$ cat src/rtl/pipe_hazard_ctrl_if.sv
// pipe_hazard_ctrl_if: hazard inputs and pipeline control/counter outputs of the hazard controller
interface pipe_hazard_ctrl_if #(parameter int CNT_W = 16);
  logic [4:0] ID_Rs, ID_Rt, EX_Rt;
  logic ID_UsesRs, ID_UsesRt, EX_MemRead, ID_Branch_Taken, Mem_Busy, Cnt_Clr;
  logic PC_WE, IF_ID_WE, IF_ID_Flush, ID_EX_Bubble, Pipe_Freeze, Busy_State;
  logic [CNT_W-1:0] Stall_Cnt, Flush_Cnt, Freeze_Cnt;
  modport master(
    output ID_Rs, ID_Rt, EX_Rt, ID_UsesRs, ID_UsesRt, EX_MemRead, ID_Branch_Taken, Mem_Busy, Cnt_Clr,
    input PC_WE, IF_ID_WE, IF_ID_Flush, ID_EX_Bubble, Pipe_Freeze, Busy_State, Stall_Cnt, Flush_Cnt, Freeze_Cnt
  );
  modport slave(
    input ID_Rs, ID_Rt, EX_Rt, ID_UsesRs, ID_UsesRt, EX_MemRead, ID_Branch_Taken, Mem_Busy, Cnt_Clr,
    output PC_WE, IF_ID_WE, IF_ID_Flush, ID_EX_Bubble, Pipe_Freeze, Busy_State, Stall_Cnt, Flush_Cnt, Freeze_Cnt
  );
endinterface

$ cat src/rtl/pipe_hazard_ctrl.sv
// pipe_hazard_ctrl: load-use stall, branch flush and memory freeze control with saturating event counters
module pipe_hazard_ctrl #(
  parameter int LOAD_STALL = 1,
  parameter int CNT_W = 16
) (
  input logic CLK,
  input logic Reset,
  pipe_hazard_ctrl_if.slave bus
);
  typedef enum logic {RUN, LSTALL} state_e;
  state_e state_q, state_d;
  logic [2:0] rem_q, rem_d;
  logic [CNT_W-1:0] stall_q, flush_q, freeze_q;
  logic haz, stall, run;
  assign haz = bus.EX_MemRead && bus.EX_Rt != 5'd0 &&
               ((bus.ID_UsesRs && bus.ID_Rs == bus.EX_Rt) || (bus.ID_UsesRt && bus.ID_Rt == bus.EX_Rt));
  assign stall = state_q == LSTALL || haz;
  assign run = !Reset && !bus.Mem_Busy && !stall;
  always_ff @(posedge CLK) begin
    if (Reset) begin
      state_q <= RUN;
      rem_q <= 3'd0;
    end else begin
      state_q <= state_d;
      rem_q <= rem_d;
    end
  end
  // the hazard cycle itself is the first bubble, so LSTALL covers the remaining LOAD_STALL-1
  always_comb begin
    state_d = state_q;
    rem_d = rem_q;
    if (!bus.Mem_Busy) begin
      if (state_q == LSTALL) begin
        rem_d = rem_q - 3'd1;
        state_d = rem_q == 3'd1 ? RUN : LSTALL;
      end else if (haz && LOAD_STALL > 1) begin
        state_d = LSTALL;
        rem_d = 3'(LOAD_STALL - 1);
      end
    end
  end
  always_comb begin
    bus.PC_WE = run;
    bus.IF_ID_WE = run;
    bus.IF_ID_Flush = Reset || (run && bus.ID_Branch_Taken);
    bus.ID_EX_Bubble = Reset || (!bus.Mem_Busy && stall);
    bus.Pipe_Freeze = !Reset && bus.Mem_Busy;
    bus.Busy_State = state_q == LSTALL;
  end
  always_ff @(posedge CLK) begin
    if (Reset || bus.Cnt_Clr) begin
      stall_q <= '0;
      flush_q <= '0;
      freeze_q <= '0;
    end else begin
      stall_q <= stall_q + CNT_W'(bus.ID_EX_Bubble && stall_q != '1);
      flush_q <= flush_q + CNT_W'(bus.IF_ID_Flush && flush_q != '1);
      freeze_q <= freeze_q + CNT_W'(bus.Pipe_Freeze && freeze_q != '1);
    end
  end
  assign bus.Stall_Cnt = stall_q;
  assign bus.Flush_Cnt = flush_q;
  assign bus.Freeze_Cnt = freeze_q;
endmodule

$ cat src/flat_wrapper.sv
// flat-port wrapper written by rule: the top's interface ports become plain ports
module pipe_hazard_ctrl_flat 
#(
  parameter int LOAD_STALL = 1,
  parameter int CNT_W = 16
)
  (CLK, Reset, bus_ID_Rs, bus_ID_Rt, bus_EX_Rt, bus_ID_UsesRs, bus_ID_UsesRt, bus_EX_MemRead, bus_ID_Branch_Taken, bus_Mem_Busy, bus_Cnt_Clr, bus_PC_WE, bus_IF_ID_WE, bus_IF_ID_Flush, bus_ID_EX_Bubble, bus_Pipe_Freeze, bus_Busy_State, bus_Stall_Cnt, bus_Flush_Cnt, bus_Freeze_Cnt);
  pipe_hazard_ctrl_if #(.CNT_W(CNT_W)) bus_i ();
  input logic CLK;
  input logic Reset;
  input wire logic [$bits(bus_i.ID_Rs)-1:0] bus_ID_Rs;
  input wire logic [$bits(bus_i.ID_Rt)-1:0] bus_ID_Rt;
  input wire logic [$bits(bus_i.EX_Rt)-1:0] bus_EX_Rt;
  input wire logic [$bits(bus_i.ID_UsesRs)-1:0] bus_ID_UsesRs;
  input wire logic [$bits(bus_i.ID_UsesRt)-1:0] bus_ID_UsesRt;
  input wire logic [$bits(bus_i.EX_MemRead)-1:0] bus_EX_MemRead;
  input wire logic [$bits(bus_i.ID_Branch_Taken)-1:0] bus_ID_Branch_Taken;
  input wire logic [$bits(bus_i.Mem_Busy)-1:0] bus_Mem_Busy;
  input wire logic [$bits(bus_i.Cnt_Clr)-1:0] bus_Cnt_Clr;
  output wire logic [$bits(bus_i.PC_WE)-1:0] bus_PC_WE;
  output wire logic [$bits(bus_i.IF_ID_WE)-1:0] bus_IF_ID_WE;
  output wire logic [$bits(bus_i.IF_ID_Flush)-1:0] bus_IF_ID_Flush;
  output wire logic [$bits(bus_i.ID_EX_Bubble)-1:0] bus_ID_EX_Bubble;
  output wire logic [$bits(bus_i.Pipe_Freeze)-1:0] bus_Pipe_Freeze;
  output wire logic [$bits(bus_i.Busy_State)-1:0] bus_Busy_State;
  output wire logic [$bits(bus_i.Stall_Cnt)-1:0] bus_Stall_Cnt;
  output wire logic [$bits(bus_i.Flush_Cnt)-1:0] bus_Flush_Cnt;
  output wire logic [$bits(bus_i.Freeze_Cnt)-1:0] bus_Freeze_Cnt;
  assign bus_i.ID_Rs = bus_ID_Rs;
  assign bus_i.ID_Rt = bus_ID_Rt;
  assign bus_i.EX_Rt = bus_EX_Rt;
  assign bus_i.ID_UsesRs = bus_ID_UsesRs;
  assign bus_i.ID_UsesRt = bus_ID_UsesRt;
  assign bus_i.EX_MemRead = bus_EX_MemRead;
  assign bus_i.ID_Branch_Taken = bus_ID_Branch_Taken;
  assign bus_i.Mem_Busy = bus_Mem_Busy;
  assign bus_i.Cnt_Clr = bus_Cnt_Clr;
  assign bus_PC_WE = bus_i.PC_WE;
  assign bus_IF_ID_WE = bus_i.IF_ID_WE;
  assign bus_IF_ID_Flush = bus_i.IF_ID_Flush;
  assign bus_ID_EX_Bubble = bus_i.ID_EX_Bubble;
  assign bus_Pipe_Freeze = bus_i.Pipe_Freeze;
  assign bus_Busy_State = bus_i.Busy_State;
  assign bus_Stall_Cnt = bus_i.Stall_Cnt;
  assign bus_Flush_Cnt = bus_i.Flush_Cnt;
  assign bus_Freeze_Cnt = bus_i.Freeze_Cnt;
  pipe_hazard_ctrl #(.LOAD_STALL(LOAD_STALL), .CNT_W(CNT_W)) u_core (.CLK(CLK), .Reset(Reset), .bus(bus_i));
endmodule
$ cat config.mk
export PLATFORM = sky130hd
export DESIGN_NAME = pipe_hazard_ctrl_flat
export DESIGN_NICKNAME = d
export VERILOG_FILES = /design/src/rtl/pipe_hazard_ctrl_if.sv /design/src/rtl/pipe_hazard_ctrl.sv /design/src/flat_wrapper.sv
export SDC_FILE = /design/constraint.sdc
export NUM_CORES = 1
export LEC_CHECK = 0
export CAP_MARGIN = 15
export CORE_MARGIN = 4
export CORE_UTILIZATION = 42
export CTS_CLUSTER_DIAMETER = 150
export DETAILED_ROUTE_END_ITERATION = 8
export HOLD_SLACK_MARGIN = 0.08
export PLACE_DENSITY = 0.83
export SYNTH_ARGS = -nofsm -noshare
export SYNTH_HDL_FRONTEND = slang
export SYNTH_SLANG_ARGS = --single-unit
$ cat constraint.sdc
create_clock -name CLK -period 2.85 [get_ports CLK]
set_input_delay 0.57 -clock CLK [delete_from_list [all_inputs] [get_ports CLK]]
set_output_delay 0.57 -clock CLK [all_outputs]
set_load 0.05 [all_outputs]
# Word-level counts from Yosys, hierarchy flattened
# Cells that the tools add are included.
# classes
n_addsub,4
eq_ne,6
n_mux,2
bitwise,1
reduce_logical,22
# ops
cell,n
$add A16 B1 Y16,3
$ne A16 B16 Y1 const B,3
$logic_and A1 B1 Y1,12
$eq A5 B5 Y1,2
$logic_or A1 B1 Y1,5
$reduce_bool A5 Y1,1
$eq A3 B1 Y1 const B,1
$logic_not A1 Y1,3
$sub A3 B1 Y3 const B,1
$mux W1,2
$reduce_and A2 Y1,1
$not A1 Y1,1
# word_totals
register_bits,52
in_bits,23
output_inout_bits,54
elab_cells,40

# Longest topological paths before layout
# Gate-level depths: netlist of run 1.
# logic_depth
word_depth,11
depth_mapped,12
mapped_depth_nobuf,12

# Worst setup path before layout of run 1
# No wires, ideal clock.
# synth_timing
path_kind,input-to-output
startpoint,input bus_EX_Rt[0]
endpoint,output bus_PC_WE
arrival_ns,3.009
required_ns,2.280
slack_ns,-0.729
cell_stages,5
n_path_buf,1
cell_sequence,or4_1 o21a_1 a21oi_1 nor3b_1 buf_4
# synth_via
elab_chain_cells,7
word_cells_on_any_way,11
cone_classes,2 x eq/ne; 9 x reduce/logical
# synth_rtl
element,line,rtl
from (decl),flat_wrapper.sv:13,input wire logic [$bits(bus_i.EX_Rt)-1:0] bus_EX_Rt;
$eq A5 B5 Y1,pipe_hazard_ctrl.sv:16,((bus.ID_UsesRs && bus.ID_Rs == bus.EX_Rt) || (bus.ID_UsesRt && bus.ID_Rt == bus.EX_Rt));
$logic_and A1 B1 Y1,pipe_hazard_ctrl.sv:16,
$logic_or A1 B1 Y1,pipe_hazard_ctrl.sv:16,
$logic_and A1 B1 Y1 (*),pipe_hazard_ctrl.sv:15,assign haz = bus.EX_MemRead && bus.EX_Rt != 5'd0 &&
$logic_or A1 B1 Y1 (*),pipe_hazard_ctrl.sv:17,assign stall = state_q == LSTALL || haz;
$logic_not A1 Y1 (*),pipe_hazard_ctrl.sv:18,assign run = !Reset && !bus.Mem_Busy && !stall;
$logic_and A1 B1 Y1 (*),pipe_hazard_ctrl.sv:18,
to (decl),flat_wrapper.sv:20,output wire logic [$bits(bus_i.PC_WE)-1:0] bus_PC_WE;
# Every way passes the cells marked *; elsewhere a longest branch is shown, timed or not.

# Worst setup path in the final report of run 1
# layout_timing
startpoint,input bus_EX_Rt[3]
endpoint,output bus_ID_EX_Bubble
# layout_via
elab_chain_cells,7
word_cells_on_any_way,11
cone_classes,2 x eq/ne; 9 x reduce/logical
# layout_rtl
element,line,rtl
$eq A5 B5 Y1,pipe_hazard_ctrl.sv:16,
$logic_and A1 B1 Y1,pipe_hazard_ctrl.sv:16,
$logic_or A1 B1 Y1,pipe_hazard_ctrl.sv:16,
$logic_and A1 B1 Y1 (*),pipe_hazard_ctrl.sv:15,
$logic_or A1 B1 Y1 (*),pipe_hazard_ctrl.sv:17,
$logic_and A1 B1 Y1 (*),pipe_hazard_ctrl.sv:46,bus.ID_EX_Bubble = Reset || (!bus.Mem_Busy && stall);
$logic_or A1 B1 Y1 (*),pipe_hazard_ctrl.sv:46,
to (decl),flat_wrapper.sv:23,output wire logic [$bits(bus_i.ID_EX_Bubble)-1:0] bus_ID_EX_Bubble;
# Marks and branches as above.

==> flow_metrics.env, run 1 <==
export IMPL_tightest_slew_ps=511
export IMPL_post_route_min_period_ps=2770
export IMPL_cts_hold_fix_buffers=0
export IMPL_wl_met1_mm=2.35
export IMPL_yosysMostFrequentCell="dfxtp_1"
export IMPL_post_route_period_util_pct=97.1
export IMPL_min_path_type="flip-flop to flip-flop"
export IMPL_power_leakage_uw=0.00127
export IMPL_syn2layout_area_growth_pct=49.5
export IMPL_antenna_found_initial=0
export IMPL_critPathKind="primary input to output pin"
export IMPL_dr_wl_met2_mm=2.97
export IMPL_drive_gt1_share_pct=14.4
export IMPL_clkSinkCount=52
export IMPL_synth_async_reset_ratio_pct=0
export IMPL_critPathMaxFanout=2
export IMPL_synth_edff_count=0
export IMPL_grt_max_degree=29
export IMPL_slew_headroom_pct=65.8
export IMPL_die_h_microns=84.0
export IMPL_synthFlopType="dfxtp_1"
export IMPL_layout_setup_ws_ps=81.5
export IMPL_clock_fmax_ghz=0.361
export IMPL_syn_cell_area_sq_mm=0.00243
export IMPL_route_detailed_drc=0
export IMPL_maxCapViolCount=0
export IMPL_num_nets_final=404
export IMPL_grt_pass1_vias=2280
export IMPL_seq_area_frac_synth_pct=42.9
export IMPL_syn_nets=307
export IMPL_grt_overflow=0
export IMPL_antenna_left=0
export IMPL_avgSynthCellArea_sq_um=8.79
export IMPL_n_antenna_cell=0
export IMPL_core_rowCount=27
export IMPL_route_vias_total=2238
export IMPL_place_hpwl_mm=4.51
export IMPL_cts_path_max_buffers=2
export IMPL_max_stage_delay_ps=550
export IMPL_cts_root_buffer="clkbuf_8"
export IMPL_avgRoutedWirePerCell_microns=12.8
export IMPL_cp_end_kind="output pin"
export IMPL_yosysTopAreaCell="dfxtp_1"
export IMPL_boundaryPins=77
export IMPL_cts_buffers=5
export IMPL_yosysWarnings=0
export IMPL_fp_dieW_microns=84.0
export IMPL_status="finished clean"
export IMPL_synth_top_area_share_pct=42.9
export IMPL_start_util_pct=43.8
export IMPL_p_per_area_mw_per_mm2=361
export IMPL_syn_inst=276
export IMPL_yosysUniqueCellTypes=37
export IMPL_dp_slack_ps=-444
export IMPL_firstDrtPassIters=4
export IMPL_grt_pass1_wl_mm=9.79
export IMPL_dpl_cell_area_sq_mm=0.00349
export IMPL_final_area_sq_mm=0.00363
export IMPL_crit_path_cell_trace="dlygate4sd2_1 -> or4_4 -> o21ai_4 -> nor2_1 -> a211oi_1 -> buf_4 -> inv_1 -> buf_4"
export IMPL_path_common_cell="buf_4"
export IMPL_io_buffers=76
export IMPL_path_clk_slew_ps=80
export IMPL_viasPerCell=5.02
export IMPL_hold_viol=0
export IMPL_rsz0062_at_grt="no"
export IMPL_drt_total_wl_mm=5.71
export IMPL_drv_slew=0
export IMPL_ir_drop_mv=0.168
export IMPL_design_die_area_sq_mm=0.00706
export IMPL_setup_viol=0
export IMPL_cts_tree="yes"
export IMPL_drt_initial_drc_count=63
export IMPL_gp_congestion=0.850
export IMPL_gr_usage_all_layers_pct=16.4
export IMPL_synth_area_top_cells="dfxtp_1 43%, xnor2_1 7.9%, xor2_1 7.9%"
export IMPL_h_tree_depth=2
export IMPL_insertion_delay_ps=300
export IMPL_worst_setup_path_start_kind="primary input"
export IMPL_arrival_ps=2200
export IMPL_synth_seq_cells=52
export IMPL_coreArea_sq_mm=0.00554
export IMPL_ys_top_cells_by_count="52 x dfxtp_1, 45 x nor2_1, 22 x xnor2_1, 22 x xor2_1, 18 x nand3_1"
export IMPL_skew_ps=8.14
export IMPL_wl_met3_microns=311
export IMPL_cpMaxStageDelayCell="or4_4"
export IMPL_top_layer="met4"
export IMPL_crit_required_ps=2280
-- cell families (layout without fill, tap and decap cells) --
group	after synthesis	after routing	share of synthesized area, %
xor gates and xnor gates	44	44	15.9
DFF	52	52	42.9
buffers and inverters	11	109	1.86
AOI/OAI and AO/OA	31	31	7.27
adders and majority gates	8	8	4.12
and+or+nand+nor	130	130	28.0
-- metrics by stage --
| step | util [%] | instances | TNS [ps] | total power (uW) | hold slack [ps] |
|---|---|---|---|---|---|
| 2_1_floorplan | - | 276 | -263 | 819 | 478 |
| 6_report | 65.5 | 446 | 0 | 1310 | 511 |
| 5_1_grt | 65.5 | 446 | 0 | 1360 | 537 |
| 4_1_cts | 65.0 | 446 | 0 | 1320 | 510 |
| 3_5_place_dp | 63.0 | 437 | -7610 | 899 | 497 |
| 3_3_place_gp | 63.0 | 437 | -6700 | 896 | 487 |
-- where the power goes --
part	switching, uW	internal [uW]	total [uW]
logic	73.7	78.3	152
clock network	229	198	427
registers	3.39	729	732
-- worst max-delay path: cells and delay by family --
kind                   cells  cell delay, ps
buffers and inverters      4             610
AND/OR/NAND/NOR            2             610
AO/OA/AOI/OAI              2             400
-- registers in the layout (all words and copies together) (netlist names) --
signal                 cells
u_core.bus.Flush_Cnt      16
u_core.bus.Freeze_Cnt     16
u_core.bus.Stall_Cnt      16
u_core.rem_q               3
u_core.bus.Busy_State      1
-- routing by layer --
metal | global-route usage [%] | vias up
met5 | 0 | -
met4 | 5.85 | 0
met3 | 4.05 | 6
met2 | 30.2 | 65
met1 | 18.1 | 1026
li1 | - | 1141
-- final cells by class --
| type | count | area [sq um] |
|---|---|---|
| Clock inverter | 1 | 7.51 |
| Tap cell | 72 | 90.1 |
| Inverter | 4 | 15.0 |
| Multi-Input combinational cell | 213 | 1420 |
| Clock buffer | 7 | 86.3 |
| Sequential cell | 52 | 1040 |
| Timing Repair Buffer | 97 | 966 |
| Fill cell | 472 | 1910 |
-- layout by cell type (no fill, tap or decap), types with 2 or more instances in the layout --
master / n
clkdlybuf4s50_1: 66
dfxtp_1: 52
nor2_1: 44
xnor2_1: 22
xor2_1: 22
buf_4: 21
nand3_1: 17
nand2_1: 14
nand4_1: 12
a21oi_1: 11
o21ai_0: 9
or3_1: 8
and2_1: 7
ha_1: 6
clkbuf_8: 6
and3_1: 5
buf_12: 5
inv_1: 4
dlygate4sd2_1: 4
o21ai_4: 2
nor2b_1: 2
a211oi_1: 2
nor4_1: 2
o21a_1: 2
or2_2: 2
nand3_2: 2
nor3_1: 2
ha_2: 2
-- timing repair --
item,in CTS,in global routing
buffers inserted,1,0
pin swaps,6,4
gates resized for setup,7,6
setup endpoints to repair,11,7
gates cloned,0,0
-- final timing paths --
check	startpoint	end	slack, ps	depth (start not counted)
worst max-delay path	bus_EX_Rt[3]	bus_ID_EX_Bubble	80	8
worst min-delay path	u_core.rem_q[2]	u_core.bus.Busy_State	510	2
worst max register to register	u_core.bus.Freeze_Cnt[2]	u_core.bus.Freeze_Cnt[6]	580	10
worst min register to register	u_core.rem_q[2]	u_core.bus.Busy_State	510	2
Power figures use the tool's default switching activity.
==> inputs of run 2 (changes only) <==
--- a/config.mk
+++ b/config.mk
@@ -7,11 +7,11 @@
 export LEC_CHECK = 0
 export CAP_MARGIN = 15
 export CORE_MARGIN = 4
-export CORE_UTILIZATION = 42
+export CORE_UTILIZATION = 40
 export CTS_CLUSTER_DIAMETER = 150
 export DETAILED_ROUTE_END_ITERATION = 8
 export HOLD_SLACK_MARGIN = 0.08
-export PLACE_DENSITY = 0.83
+export PLACE_DENSITY = 0.8
 export SYNTH_ARGS = -nofsm -noshare
 export SYNTH_HDL_FRONTEND = slang
 export SYNTH_SLANG_ARGS = --single-unit
==> run 2 against run 1 <==
Effect of this change:
- hold slack worse by 1.5 ps
- routed wire length increased by 5.4%
- largest cell class unchanged
- power grew 0.79%
- clock-buffer cell count stayed put
- cell count is 1.3% higher
==> flow_metrics.env, run 2 (same netlist as run 1, synthesis figures left out) <==
export IMPL_core_rowCount=28
export IMPL_design_die_area_sq_mm=0.00738
export IMPL_cts_hold_fix_buffers=0
export IMPL_p_per_area_mw_per_mm2=360
export IMPL_route_vias_total=2275
export IMPL_boundaryPins=77
export IMPL_cts_root_buffer="clkbuf_8"
export IMPL_io_buffers=76
export IMPL_grt_max_degree=24
export IMPL_clkSinkCount=52
export IMPL_antenna_left=0
export IMPL_grt_overflow=0
export IMPL_clock_fmax_ghz=0.365
export IMPL_coreArea_sq_mm=0.00592
export IMPL_firstDrtPassIters=4
export IMPL_post_route_period_util_pct=96.1
export IMPL_cp_end_kind="flip-flop"
export IMPL_syn2layout_area_growth_pct=51.3
export IMPL_layout_commonest_cell="clkdlybuf4s50_1"
export IMPL_cts_path_max_buffers=2
export IMPL_cts_tree="yes"
export IMPL_rsz0062_at_grt="no"
export IMPL_holdPathStages=2
export IMPL_post_route_min_period_ps=2740
export IMPL_dpl_cell_area_sq_mm=0.00351
export IMPL_dp_slack_ps=-447
export IMPL_insertion_delay_ps=300
export IMPL_place_hpwl_mm=4.59
export IMPL_final_cell_mix="66 x clkdlybuf4s50_1, 52 x dfxtp_1, 45 x nor2_1"
export IMPL_grt_pass1_wl_mm=10.0
export IMPL_maxCapViolCount=0
export IMPL_power_leakage_uw=0.00131
export IMPL_status="finished clean"
export IMPL_critPathKind="primary input to flip-flop"
export IMPL_arrival_ps=2980
export IMPL_cts_buffers=5
export IMPL_n_antenna_cell=0
export IMPL_ir_drop_mv=0.185
export IMPL_h_tree_depth=2
export IMPL_tightest_slew_ps=532
export IMPL_drive_gt1_share_pct=16.2
export IMPL_path_clk_slew_ps=90
export IMPL_gp_congestion=0.776
export IMPL_final_area_sq_mm=0.00367
export IMPL_viasPerCell=5.03
export IMPL_die_h_microns=85.9
export IMPL_num_nets_final=407
export IMPL_min_path_type="flip-flop to flip-flop"
export IMPL_crit_required_ps=3090
export IMPL_antenna_found_initial=0
export IMPL_hold_viol=0
export IMPL_drt_total_wl_mm=6.01
export IMPL_grt_pass1_vias=2246
export IMPL_worst_setup_path_start_kind="primary input"
export IMPL_fp_dieW_microns=85.9
export IMPL_avgRoutedWirePerCell_microns=13.3
export IMPL_setup_viol=0
export IMPL_start_util_pct=41.0
export IMPL_drv_slew=0
export IMPL_critPathMaxFanout=5
export IMPL_drt_initial_drc_count=100
export IMPL_reg2regPathDepth=10
export IMPL_gr_usage_all_layers_pct=16.5
export IMPL_skew_ps=2.64
export IMPL_slew_headroom_pct=64.4
export IMPL_route_detailed_drc=0
export IMPL_finalPower_uw=1320
export IMPL_layout_setup_ws_ps=111
run 2: per-layer routing:
| metal | routed length, microns | track usage [%] |
|---|---|---|
| met5 | 0 | 0 |
| met3 | 232 | 3.07 |
| met4 | 53 | 4.03 |
| met1 | 2650 | 20.8 |
| met2 | 3070 | 28.9 |
run 2: worst paths after layout:
check,from,to,slack [ps]
max reg2reg,u_core.bus.Stall_Cnt[6],u_core.bus.Stall_Cnt[14],530
min,u_core.rem_q[1],u_core.rem_q[1],510
min reg2reg,u_core.rem_q[1],u_core.rem_q[1],510
max,bus_EX_Rt[2],u_core.bus.Flush_Cnt[13],110
run 2: timing repair:
item	CTS	global route
hold endpoints to repair	0	0
pin swaps	6	11
gates resized for setup	8	14
buffers inserted	0	2
setup endpoints to repair	9	11
run 2: layout make-up:
class                           instances  area [sq um]
Multi-Input combinational cell        213          1450
Clock inverter                          1          7.51
Fill cell                             514          2250
Clock buffer                            7          86.3
Inverter                                4          15.0
Sequential cell                        52          1040
Tap cell                               75          93.8
Timing Repair Buffer                  100           982
run 2: stage by stage:
step / utilization (%) / TNS, ps / hold slack (ps) / std cells
after floorplan: - / -263 / 478 / 276
after global placement: 59.3 / -5610 / 485 / 442
after detailed placement: 59.3 / -6960 / 498 / 442
after CTS: 61.1 / 0 / 511 / 450
after global routing: 62.0 / 0 / 552 / 452
final: 62.0 / 0 / 510 / 452
run 2: worst max-delay path, cell delays in order:
cell and delay [ps]:
clkdlybuf4s15_1 180, or4_4 520, o21ai_4 200, a31oi_4 110
o21ai_4 70, o41a_1 160, ha_2 190, nand3_2 90
or3_4 410, or3_4 380, a21oi_2 110
run 2: where the power goes:
part | internal, uW | switching, uW
logic | 79.3 | 76.7
registers | 729 | 3.39
clock network | 198 | 236
